## src/rtl/pcm_rx_deframer.sv

```systemverilog
// Serial PCM receive deframer: hunts for a sync byte, then emits log-PCM bytes
// per frame while checking the sync byte between frames with a flywheel.
module pcm_rx_deframer #(
  parameter logic [7:0] SYNCWORD = 8'b01110010,
  parameter int         FRAMELEN = 4,
  parameter int         MAXMISS  = 3
) (
  input  logic       clk,
  input  logic       rst,
  input  logic       bitin,
  input  logic       bitvalid,
  output logic [7:0] pcmlog,
  output logic       pcmvalid,
  output logic       locked,
  output logic       syncerr
);

  localparam logic [7:0] LAST_BYTE = 8'(FRAMELEN - 1);
  localparam logic [3:0] MISS_LIM  = 4'(MAXMISS);

  typedef enum logic [1:0] {
    HUNT  = 2'd0,
    DATA  = 2'd1,
    CHECK = 2'd2
  } state_e;

  state_e     state_q, state_d;
  logic [7:0] win_q, win_d;
  logic [3:0] fill_q, fill_d;
  logic [2:0] bit_q, bit_d;
  logic [7:0] byte_q, byte_d;
  logic [3:0] miss_q, miss_d;
  logic [7:0] pcm_q, pcm_d;
  logic       pv_q, pv_d;
  logic       se_q, se_d;

  logic [7:0] shifted;
  logic [3:0] miss_inc;

  assign shifted  = {win_q[6:0], bitin};
  assign miss_inc = miss_q + 4'd1;

  always_ff @(posedge clk or posedge rst) begin
    if (rst) begin
      state_q <= HUNT;
      win_q   <= 8'h00;
      fill_q  <= 4'd0;
      bit_q   <= 3'd0;
      byte_q  <= 8'h00;
      miss_q  <= 4'd0;
      pcm_q   <= 8'h00;
      pv_q    <= 1'b0;
      se_q    <= 1'b0;
    end else begin
      state_q <= state_d;
      win_q   <= win_d;
      fill_q  <= fill_d;
      bit_q   <= bit_d;
      byte_q  <= byte_d;
      miss_q  <= miss_d;
      pcm_q   <= pcm_d;
      pv_q    <= pv_d;
      se_q    <= se_d;
    end
  end

  always_comb begin
    state_d = state_q;
    win_d   = win_q;
    fill_d  = fill_q;
    bit_d   = bit_q;
    byte_d  = byte_q;
    miss_d  = miss_q;
    pcm_d   = pcm_q;
    pv_d    = 1'b0;
    se_d    = 1'b0;
    if (bitvalid) begin
      win_d = shifted;
      unique case (state_q)
        HUNT: begin
          // fill saturates at 8; a match needs a full fresh window
          if (fill_q != 4'd8) fill_d = fill_q + 4'd1;
          if (fill_q >= 4'd7 && shifted == SYNCWORD) begin
            state_d = DATA;
            bit_d   = 3'd0;
            byte_d  = 8'h00;
            miss_d  = 4'd0;
          end
        end
        DATA: begin
          bit_d = bit_q + 3'd1;
          if (bit_q == 3'd7) begin
            pcm_d = shifted;
            pv_d  = 1'b1;
            if (byte_q == LAST_BYTE) begin
              byte_d  = 8'h00;
              state_d = CHECK;
            end else begin
              byte_d = byte_q + 8'd1;
            end
          end
        end
        CHECK: begin
          bit_d = bit_q + 3'd1;
          if (bit_q == 3'd7) begin
            if (shifted == SYNCWORD) begin
              miss_d  = 4'd0;
              state_d = DATA;
            end else begin
              se_d   = 1'b1;
              miss_d = miss_inc;
              if (miss_inc == MISS_LIM) begin
                state_d = HUNT;
                fill_d  = 4'd0;
                miss_d  = 4'd0;
              end else begin
                state_d = DATA;
              end
            end
          end
        end
        default: state_d = HUNT;
      endcase
    end
  end

  assign pcmlog   = pcm_q;
  assign pcmvalid = pv_q;
  assign syncerr  = se_q;
  assign locked   = (state_q != HUNT);

endmodule
```

## config.mk

```make
export PLATFORM = sky130hd
export DESIGN_NAME = pcm_rx_deframer
export DESIGN_NICKNAME = d
export VERILOG_FILES = /design/src/rtl/pcm_rx_deframer.sv
export SDC_FILE = /design/constraint.sdc
export NUM_CORES = 1
export LEC_CHECK = 0
export CAP_MARGIN = 20
export CORE_MARGIN = 2
export CORE_UTILIZATION = 62
export CTS_CLUSTER_DIAMETER = 120
export DETAILED_ROUTE_END_ITERATION = 7
export HOLD_SLACK_MARGIN = 0.06
export PLACE_DENSITY = 0.95
export SLEW_MARGIN = 30
export SYNTH_ARGS = -nofsm -noshare
export SYNTH_HDL_FRONTEND = slang
export SYNTH_SLANG_ARGS = --single-unit
```

## constraint.sdc

```tcl
create_clock -name clk -period 4.1 [get_ports clk]
set_clock_uncertainty 0.05 [all_clocks]
set_input_delay 0.615 -clock clk [delete_from_list [all_inputs] [get_ports clk]]
set_output_delay 0.615 -clock clk [all_outputs]
set_load 0.02 [all_outputs]
```

==> results of run 1 <==
==> worst max-delay path by stage <==
stage | from | end | depth (start not counted)
after floorplan | miss_q[0] | fill_q[0] | 5
after global placement | bitvalid | byte_q[4] | 5
after detailed placement | bitvalid | byte_q[4] | 5
after CTS | state_q[0] | locked | 4
after global routing | state_q[0] | locked | 4
final | state_q[0] | locked | 4
==> worst register-to-register path, delay by kind of cell, from the launching register on <==
kind / cells / cell delay [ns]
adders and majority gates: 2 / 0.45
DFF: 1 / 0.39
and+or+nand+nor: 1 / 0.42
AOI/OAI and AO/OA: 2 / 0.79
==> routing by layer <==
| layer | wire, um | global-route usage [%] | part of all wire, % | up-vias |
|---|---|---|---|---|
| met2 | 2111 | 41.44 | 50 | 42 |
| met1 | 1871 | 31.08 | 44 | 784 |
| met5 | 0 | 0 | 0 | - |
| met3 | 140 | 3.804 | 3.3 | 9 |
| li1 | - | - | - | 760 |
| met4 | 84 | 11.94 | 2.0 | 0 |
==> flip-flops by register name, summed over array words and instances (netlist names) <==
signal	flops
byte_q	8
pcmlog	8
win_q	7
fill_q	4
miss_q	4
bit_q	3
state_q	2
pcmvalid	1
syncerr	1
==> cells in the final DEF, fill, tap and decap left out, types with 2 or more instances in the layout <==
| cell | n |
|---|---|
| mux2i_1 | 2 |
| clkdlybuf4s50_1 | 14 |
| a211o_1 | 2 |
| ha_1 | 11 |
| o21ai_1 | 9 |
| o211ai_1 | 5 |
| inv_2 | 2 |
| o31ai_1 | 7 |
| a22o_1 | 2 |
| buf_4 | 2 |
| inv_1 | 13 |
| clkinv_2 | 2 |
| a211oi_1 | 4 |
| o22ai_1 | 3 |
| a21o_1 | 2 |
| nor2_1 | 4 |
| a21oi_1 | 4 |
| nor3_1 | 2 |
| o21ai_0 | 2 |
| a21boi_1 | 2 |
| and3_1 | 3 |
| clkbuf_4 | 5 |
| mux2_2 | 17 |
| nand2b_1 | 4 |
| and4bb_4 | 2 |
| or3_1 | 3 |
| dfrtp_1 | 38 |
| nand3_1 | 9 |
| nand2_1 | 14 |
==> power groups by stage <==
| stage | clock network (uW) | logic, uW | registers [uW] |
|---|---|---|---|
| finish | 251 | 519 | 539 |
| global route | 276 | 585 | 550 |
| CTS | 254 | 518 | 538 |
| detailed placement | 0 | 512 | 546 |
| global placement | 0 | 491 | 539 |
| floorplan | 0 | 389 | 528 |
==> logic make-up (layout without fill, tap and decap cells) <==
family                   count (synthesis)  after routing  synth area share, %
multiplexers                            19             19                10.07
AND/OR/NAND/NOR                         54             54                16.26
buffers and inverters                   19             39                3.692
adder cells (fa/ha/maj)                 11             11                6.551
AO/OA/AOI/OAI                           52             52                18.17
flip-flops                              38             38                45.26
==> final cells by class <==
cell class | count | area (um2)
multi-input cells | 136 | 1072
flip-flops and latches | 38 | 950.9
fillers | 244 | 914.6
repair buffers | 16 | 155.1
well taps | 46 | 57.56
inverters | 15 | 56.30
clock inverters | 3 | 40.04
clock buffers | 5 | 37.54
==> per-stage QoR <==
step	area (um2)	util (%)	hold WS (ns)
finish	2370	72.15	0.4549
floorplan	2101	-	0.4096
global route	2370	72.15	0.4910
detailed placement	2292	69.79	0.4370
CTS	2370	72.15	0.4629
global placement	2292	69.79	0.4267
==> impl_metrics.ini, run 1 <==
[min_path]
hold_end = bit_q[1]
holdCritStartpoint = bit_q[1]
hp-class = reg -> reg
whs_path_depth = 2

[clocking]
htreeDepth = 2
clk-insertion-delay-late_ns = 0.34
clock-sinks = 38
postCtsSetupBuffers = 0
holdBufCountCts = 0
cts_root_buf = clkbuf_4
cts_tree = built
numCtsBuffers = 5
cts_resized = 0
cts.clk_slew.worst_paths_ns = 0.11
cts_buffer_depth = 2

[detailed_routing]
drc = 0
wl_um = 4207
ant_nets = 0
wl_per_cell_um = 16.24
drt_iter0_markers = 159
first_pass_iters = 4
num_vias = 1595
vias_per_cell = 6.158

[sta]
setup_viol = 0
worstMarginPinSlew_ns = 0.7596
slew_headroom_pct = 49.13
hold_violations = 0
max_freq_ghz = 0.3869
slew_viol_final = 0
setup-tns-final_ns = 0
setup_ws_ns = 1.516
period_share_pct = 63.03
finalCriticalPeriod_ns = 2.584
rsz0062_at_grt = false

[floorplanning]
die_h_um = 62.21
boundaryPins = 15
coreArea_mm2 = 0.003284
rows = 21
die_area_mm2 = 0.003870
initial_core_util_pct = 63.96
die_x_um = 62.21

[layout]
drive_gt1_share_pct = 18.31
stdcell_count = 259
diodes = 0
nets = 227
areaGrowthSynthToFinish_pct = 12.81

[power]
powerDensity_mw_per_mm2 = 552.2
switchingPower_uw = 514.9
internal-power_uw = 793.8
clkPwrFrac_pct = 19.2
seq_power_share_pct = 41.2
p_comb_share_pct = 39.7
p_leak_uw = 0.001038
swShare_pct = 39.35
power_uw = 1309
vdd_ir_drop_max_uv = 299.6

[synth]
synth-edff-count = 0
synth_area_leaders = dfrtp_1 45%, mux2_2 9.1%, ha_1 6.6%
synth_top_area_share_pct = 45.27
synth_largest_area_cell = dfrtp_1
synth_common_cells = 38 x dfrtp_1, 17 x mux2_2, 14 x inv_1, 14 x nand2_1, 11 x ha_1
synth_seq_cells = 38
syn_nets = 208
synth-async-reset-ratio_pct = 100.0
ys_seq_area_share_pct = 45.27
synth_most_common_cell = dfrtp_1
avgSynthCellArea_um2 = 10.88
netlist_area_mm2 = 0.002101
syn_inst = 193
ys_warn_count = 0
synth_top_flop_cell = dfrtp_1
ys_types = 51

[placed_design]
port_buffers = 14
place_ws_ns = 1.441
dp.cells = 251
gp_congestion = 0.8112
dpl.hpwl_um = 3078

[worst_setup_path]
cp_max_fo = 7
cp_top_family = buffers and inverters
required_ns = 3.43
r2r_end = byte_q[4]
reg2reg_depth = 5
crit_chain = inv_1, ha_1, inv_2, clkdlybuf4s50_1
path_class = reg -> out
crit_arrival_ns = 1.92
critPathLaunchType = register
cpPeakStageDelay_ns = 0.62
regToRegSetupSlack_ns = 1.91
crit_path_top_delay_cell = clkdlybuf4s50_1
worst_r2r_startpoint = bit_q[0]
critPathBufInv = 3
critPathCaptureType = output port

[grt]
first_global_vias = 1651
antenna_found_initial = 0
gr-total-overflow = 0
grt_max_degree = 27
grt_pass1_wl_um = 7610
grtUsageTotal_pct = 24.58

[run_status]
status = finished clean

[run]
maxCapViolations = 0
(Power assumes the default switching activity.)
==> inputs of run 2 (changes only) <==
- CORE_UTILIZATION: 62 -> 58
- PLACE_DENSITY: 0.95 -> 0.9
- clock period: 4.1 -> 2.5 ns (I/O delays scaled with it)
==> run 2 against run 1 <==
Clock power rose by 110%. Critical path depth did not move. Design area rose by 1.5%. Core utilization fell by 1.7 points. Setup slack got worse by 1.4 ns. Non-clock buffer count rose by 1.
==> impl_metrics.ini, run 2 (synthesized netlist as in run 1, its figures left out) <==
[run_status]
status = finished clean

[placed_design]
place_area_mm2 = 0.002300
gp_congestion = 0.7959
dpl.hpwl_um = 2804
port_buffers = 14

[worst_setup_path]
crit_arrival_ns = 1.99
crit_path_top_delay_cell = clkdlybuf4s50_1
cp_top_family = buffers and inverters
crit_chain = inv_1, ha_1, inv_2, clkdlybuf4s50_1
path_class = reg -> out
critPathCaptureType = output port
worst_r2r_startpoint = state_q[0]
cpPeakStageDelay_ns = 0.62
critPathLaunchType = register
cp_max_fo = 7
critPathBufInv = 3
startpoint = state_q[0]
required_ns = 2.08

[grt]
antenna_found_initial = 0
grtUsageTotal_pct = 22.66
gr-total-overflow = 0
grt_pass1_wl_um = 7134
grt_max_degree = 39
first_global_vias = 1532

[clocking]
clock-sinks = 38
cts.clk_slew.worst_paths_ns = 0.13
htreeDepth = 2
clk-insertion-delay-late_ns = 0.37
cts_tree = built
holdBufCountCts = 0
cts_root_buf = clkbuf_4
cts_resized = 0
cts_buffer_depth = 2
postCtsSetupBuffers = 0
numCtsBuffers = 5

[floorplanning]
boundaryPins = 15
die_x_um = 64.19
rows = 21
coreArea_mm2 = 0.003416
initial_core_util_pct = 61.50
die_area_mm2 = 0.004120
die_h_um = 64.19

[sta]
slew_viol_final = 0
setup-tns-final_ns = 0
setup_viol = 0
worstMarginPinSlew_ns = 0.6921
period_share_pct = 96.79
finalCriticalPeriod_ns = 2.420
hold_violations = 0
rsz0062_at_grt = false
slew_headroom_pct = 53.46
max_freq_ghz = 0.4132

[layout]
fin_util_pct = 70.44
areaGrowthSynthToFinish_pct = 14.53
mostFrequentLayoutCells = 38 x dfrtp_1, 17 x mux2_2, 14 x nand2_1, 14 x inv_1, 14 x clkdlybuf4s50_1
final_common_cell = dfrtp_1
drive_gt1_share_pct = 18.22
diodes = 0
final_cell_area_mm2 = 0.002406
fillers = 236
nets = 228

[detailed_routing]
drt_iter0_markers = 137
num_vias = 1583
wl_per_cell_um = 15.86
vias_per_cell = 6.088
ant_nets = 0
first_pass_iters = 4
drc = 0
wl_um = 4123

[power]
swShare_pct = 37.64
p_leak_uw = 0.001054
internal-power_uw = 1406
clkPwrFrac_pct = 23.6
powerDensity_mw_per_mm2 = 937.1
switchingPower_uw = 848.5
vdd_ir_drop_max_uv = 645.6
seq_power_share_pct = 38.9
p_comb_share_pct = 37.5
power_uw = 2255

[run]
maxCapViolations = 0

[min_path]
hp-class = in -> async
-- run 2: changes by cell type in the layout (fill, tap and decap cells not counted), sizes merged --
cell | previous run | this run
buf | 2 | 3
clkinv | 2 | 1
bufinv | 1 | 2
-- run 2: stage by stage --
step	hold slack, ns	setup slack [ns]	std cells
2_1_floorplan	0.4096	0.6590	193
3_3_place_gp	0.4264	0.2866	252
3_5_place_dp	0.4425	0.2761	252
4_1_cts	0.3569	0.08715	260
5_1_grt	0.4136	0.0002696	260
6_report	0.3458	0.08013	260
-- run 2: metal layers --
| metal | vias up | global-route usage [%] | part of all wire [%] |
|---|---|---|---|
| met4 | 0 | 10.37 | 1.6 |
| met5 | - | 0 | 0 |
| met3 | 4 | 6.514 | 5.1 |
| met2 | 40 | 35.42 | 47 |
| li1 | 758 | - | - |
| met1 | 781 | 29.10 | 46 |
-- run 2: final cells by class --
class / instances / area, um2 / area share (%)
Multi-Input combinational cell: 136 / 1072 / 44.57
Inverter: 15 / 56.30 / 2.340
Sequential cell: 38 / 950.9 / 39.52
Tap cell: 46 / 57.56 / 2.392
Timing Repair Buffer: 17 / 162.7 / 6.760
Clock inverter: 3 / 68.82 / 2.860
Clock buffer: 5 / 37.54 / 1.560
-- run 2: worst register-to-register path, stage by stage (launching register included) --
cell and delay [ns]:
dfrtp_1 0.45, inv_1 0.11, ha_1 0.37, mux2_2 0.25
o211ai_1 0.19, or2_1 0.32, o41ai_1 0.27
-- run 2: path summary, 6_finish.rpt --
path,endpoint,slack [ns],cells after the start
min in group clk,bit_q[1],0.46,2
min reg2reg,bit_q[1],0.46,2
max in group asynchronous,pcmlog[1],1.71,3
max,locked,0.08,4
min,pcmlog[4],0.35,3
max reg2reg,miss_q[1],0.37,6
-- run 2: power groups by stage --
stage,sequential (uW),combinational [uW],clock (uW)
floorplan,867,639,0
global placement,879,799,0
detailed placement,884,826,0
CTS,872,842,539
global route,899,942,573
finish,877,845,533
==> inputs of run 3 (changes only) <==
- SETUP_SLACK_MARGIN: unset -> 0.3
==> run 3 against run 2 <==
Sequential power about the same. Critical endpoint unchanged. Clock-buffer cell count did not move. Power up 0.32%. Cell count is 0.38% higher. Clock power is essentially flat. Worst hold slack lost 0.0020 ns. Sequential cell count unchanged. Register-to-register slack improved by 0.08 ns. Setup slack improved by 0.36 ns. Via count fell by 0.32%. Global-route usage about the same. Die area stayed put.
==> impl_metrics.ini, run 3 (synthesized netlist as in run 1, its figures left out) <==
[grt]
grt_pass1_wl_um = 7141
grt_max_degree = 39
first_global_vias = 1532
antenna_found_initial = 0
grtUsageTotal_pct = 22.69
gr-total-overflow = 0

[sta]
slew_headroom_pct = 54.12
setup_viol = 0
slew_viol_final = 0
hold_ws_ns = 0.3438
max_freq_ghz = 0.4850
rsz0062_at_grt = false
hold_violations = 0
worstMarginPinSlew_ns = 0.6823
setup_ws_ns = 0.4383
period_share_pct = 82.47
setup-tns-final_ns = 0
finalCriticalPeriod_ns = 2.062

[clocking]
cts.clk_slew.worst_paths_ns = 0.13
clock-sinks = 38
cts_root_buf = clkbuf_4
numCtsBuffers = 5
clk-insertion-delay-late_ns = 0.36
htreeDepth = 2
holdBufCountCts = 0
cts_buffer_depth = 2
cts_tree = built

[floorplanning]
die_area_mm2 = 0.004120
boundaryPins = 15
coreArea_mm2 = 0.003416
die_x_um = 64.19
initial_core_util_pct = 61.50
rows = 21
die_h_um = 64.19

[layout]
fillers = 235
mostFrequentLayoutCells = 38 x dfrtp_1, 17 x mux2_2, 14 x nand2_1, 14 x inv_1, 13 x clkdlybuf4s50_1
nets = 229
areaGrowthSynthToFinish_pct = 15.25
fin_util_pct = 70.88
diodes = 0
final_common_cell = dfrtp_1
drive_gt1_share_pct = 20.00
final_cell_area_mm2 = 0.002421

[detailed_routing]
first_pass_iters = 4
num_vias = 1578
ant_nets = 0
drt_iter0_markers = 177
vias_per_cell = 6.046
drc = 0
wl_per_cell_um = 15.56
wl_um = 4062

[placed_design]
place_area_mm2 = 0.002300
gp_congestion = 0.7959
place_ws_ns = 0.2761
dpl.hpwl_um = 2804
port_buffers = 14

[run]
maxCapViolations = 0

[power]
vdd_ir_drop_max_uv = 649.6
p_leak_uw = 0.001057
powerDensity_mw_per_mm2 = 934.2

[worst_setup_path]
required_ns = 2.08
crit_arrival_ns = 1.64
critPathCaptureType = output port
critPathLaunchType = register
path_class = reg -> out
cp_max_fo = 7

[min_path]
hp-class = in -> async

[run_status]
status = finished clean
run 3: area by class of cell:
| cell class | count | area [um2] | area share, % |
|---|---|---|---|
| sequential | 38 | 950.9 | 39.28 |
| timing repair buffer | 18 | 168.9 | 6.977 |
| tap | 46 | 57.56 | 2.377 |
| clock buffer | 5 | 37.54 | 1.550 |
| clock inverter | 3 | 68.82 | 2.842 |
| inverter | 15 | 56.30 | 2.326 |
| multi-input combinational | 136 | 1081 | 44.65 |
run 3: report_power, final:
part	switching, uW	internal, uW	leakage (uW)
Combinational	495	360	0.000506
Sequential	132	744	0.000495
Clock	219	313	0.0000554
Total	846	1420	0.00106
run 3: worst max-delay path, cell delays in order (launching register included):
cell and delay [ns]:
dfrtp_1 0.43, inv_1 0.14, ha_2 0.29, inv_2 0.10, dlygate4sd2_1 0.33
run 3: per-stage QoR:
stage                     total power [uW]  instances
after floorplan                       1505        193
after global placement                1678        252
after detailed placement              1710        252
after CTS                             2247        260
after global routing                  2430        261
final                                 2262        261
run 3: worst paths after layout:
| kind | from | endpoint | slack, ns | cells past startpoint |
|---|---|---|---|---|
| worst max-delay path | state_q[1] | locked | 0.44 | 4 |
| worst min-delay path | rst | pcmvalid | 0.34 | 3 |
| worst max register to register | miss_q[0] | fill_q[0] | 0.45 | 5 |
| worst min register to register | bit_q[1] | bit_q[1] | 0.46 | 2 |
| max in group asynchronous | rst | pcmlog[1] | 1.71 | 3 |
| min in group clk | bit_q[1] | bit_q[1] | 0.46 | 2 |
run 3: routing by layer:
| metal | global-route usage, % | up-vias | wire length, um |
|---|---|---|---|
| li1 | - | 760 | - |
| met1 | 29.10 | 760 | 1835 |
| met2 | 35.55 | 50 | 1933 |
| met3 | 6.514 | 8 | 219 |
| met4 | 10.37 | 0 | 72 |
| met5 | 0 | - | 0 |
run 3: timing repair:
item | in CTS | in global routing
pin swaps | 0 | 1
buffers inserted | 0 | 1
resized for setup | 1 | 3
endpoints found under the setup margin | 1 | 12
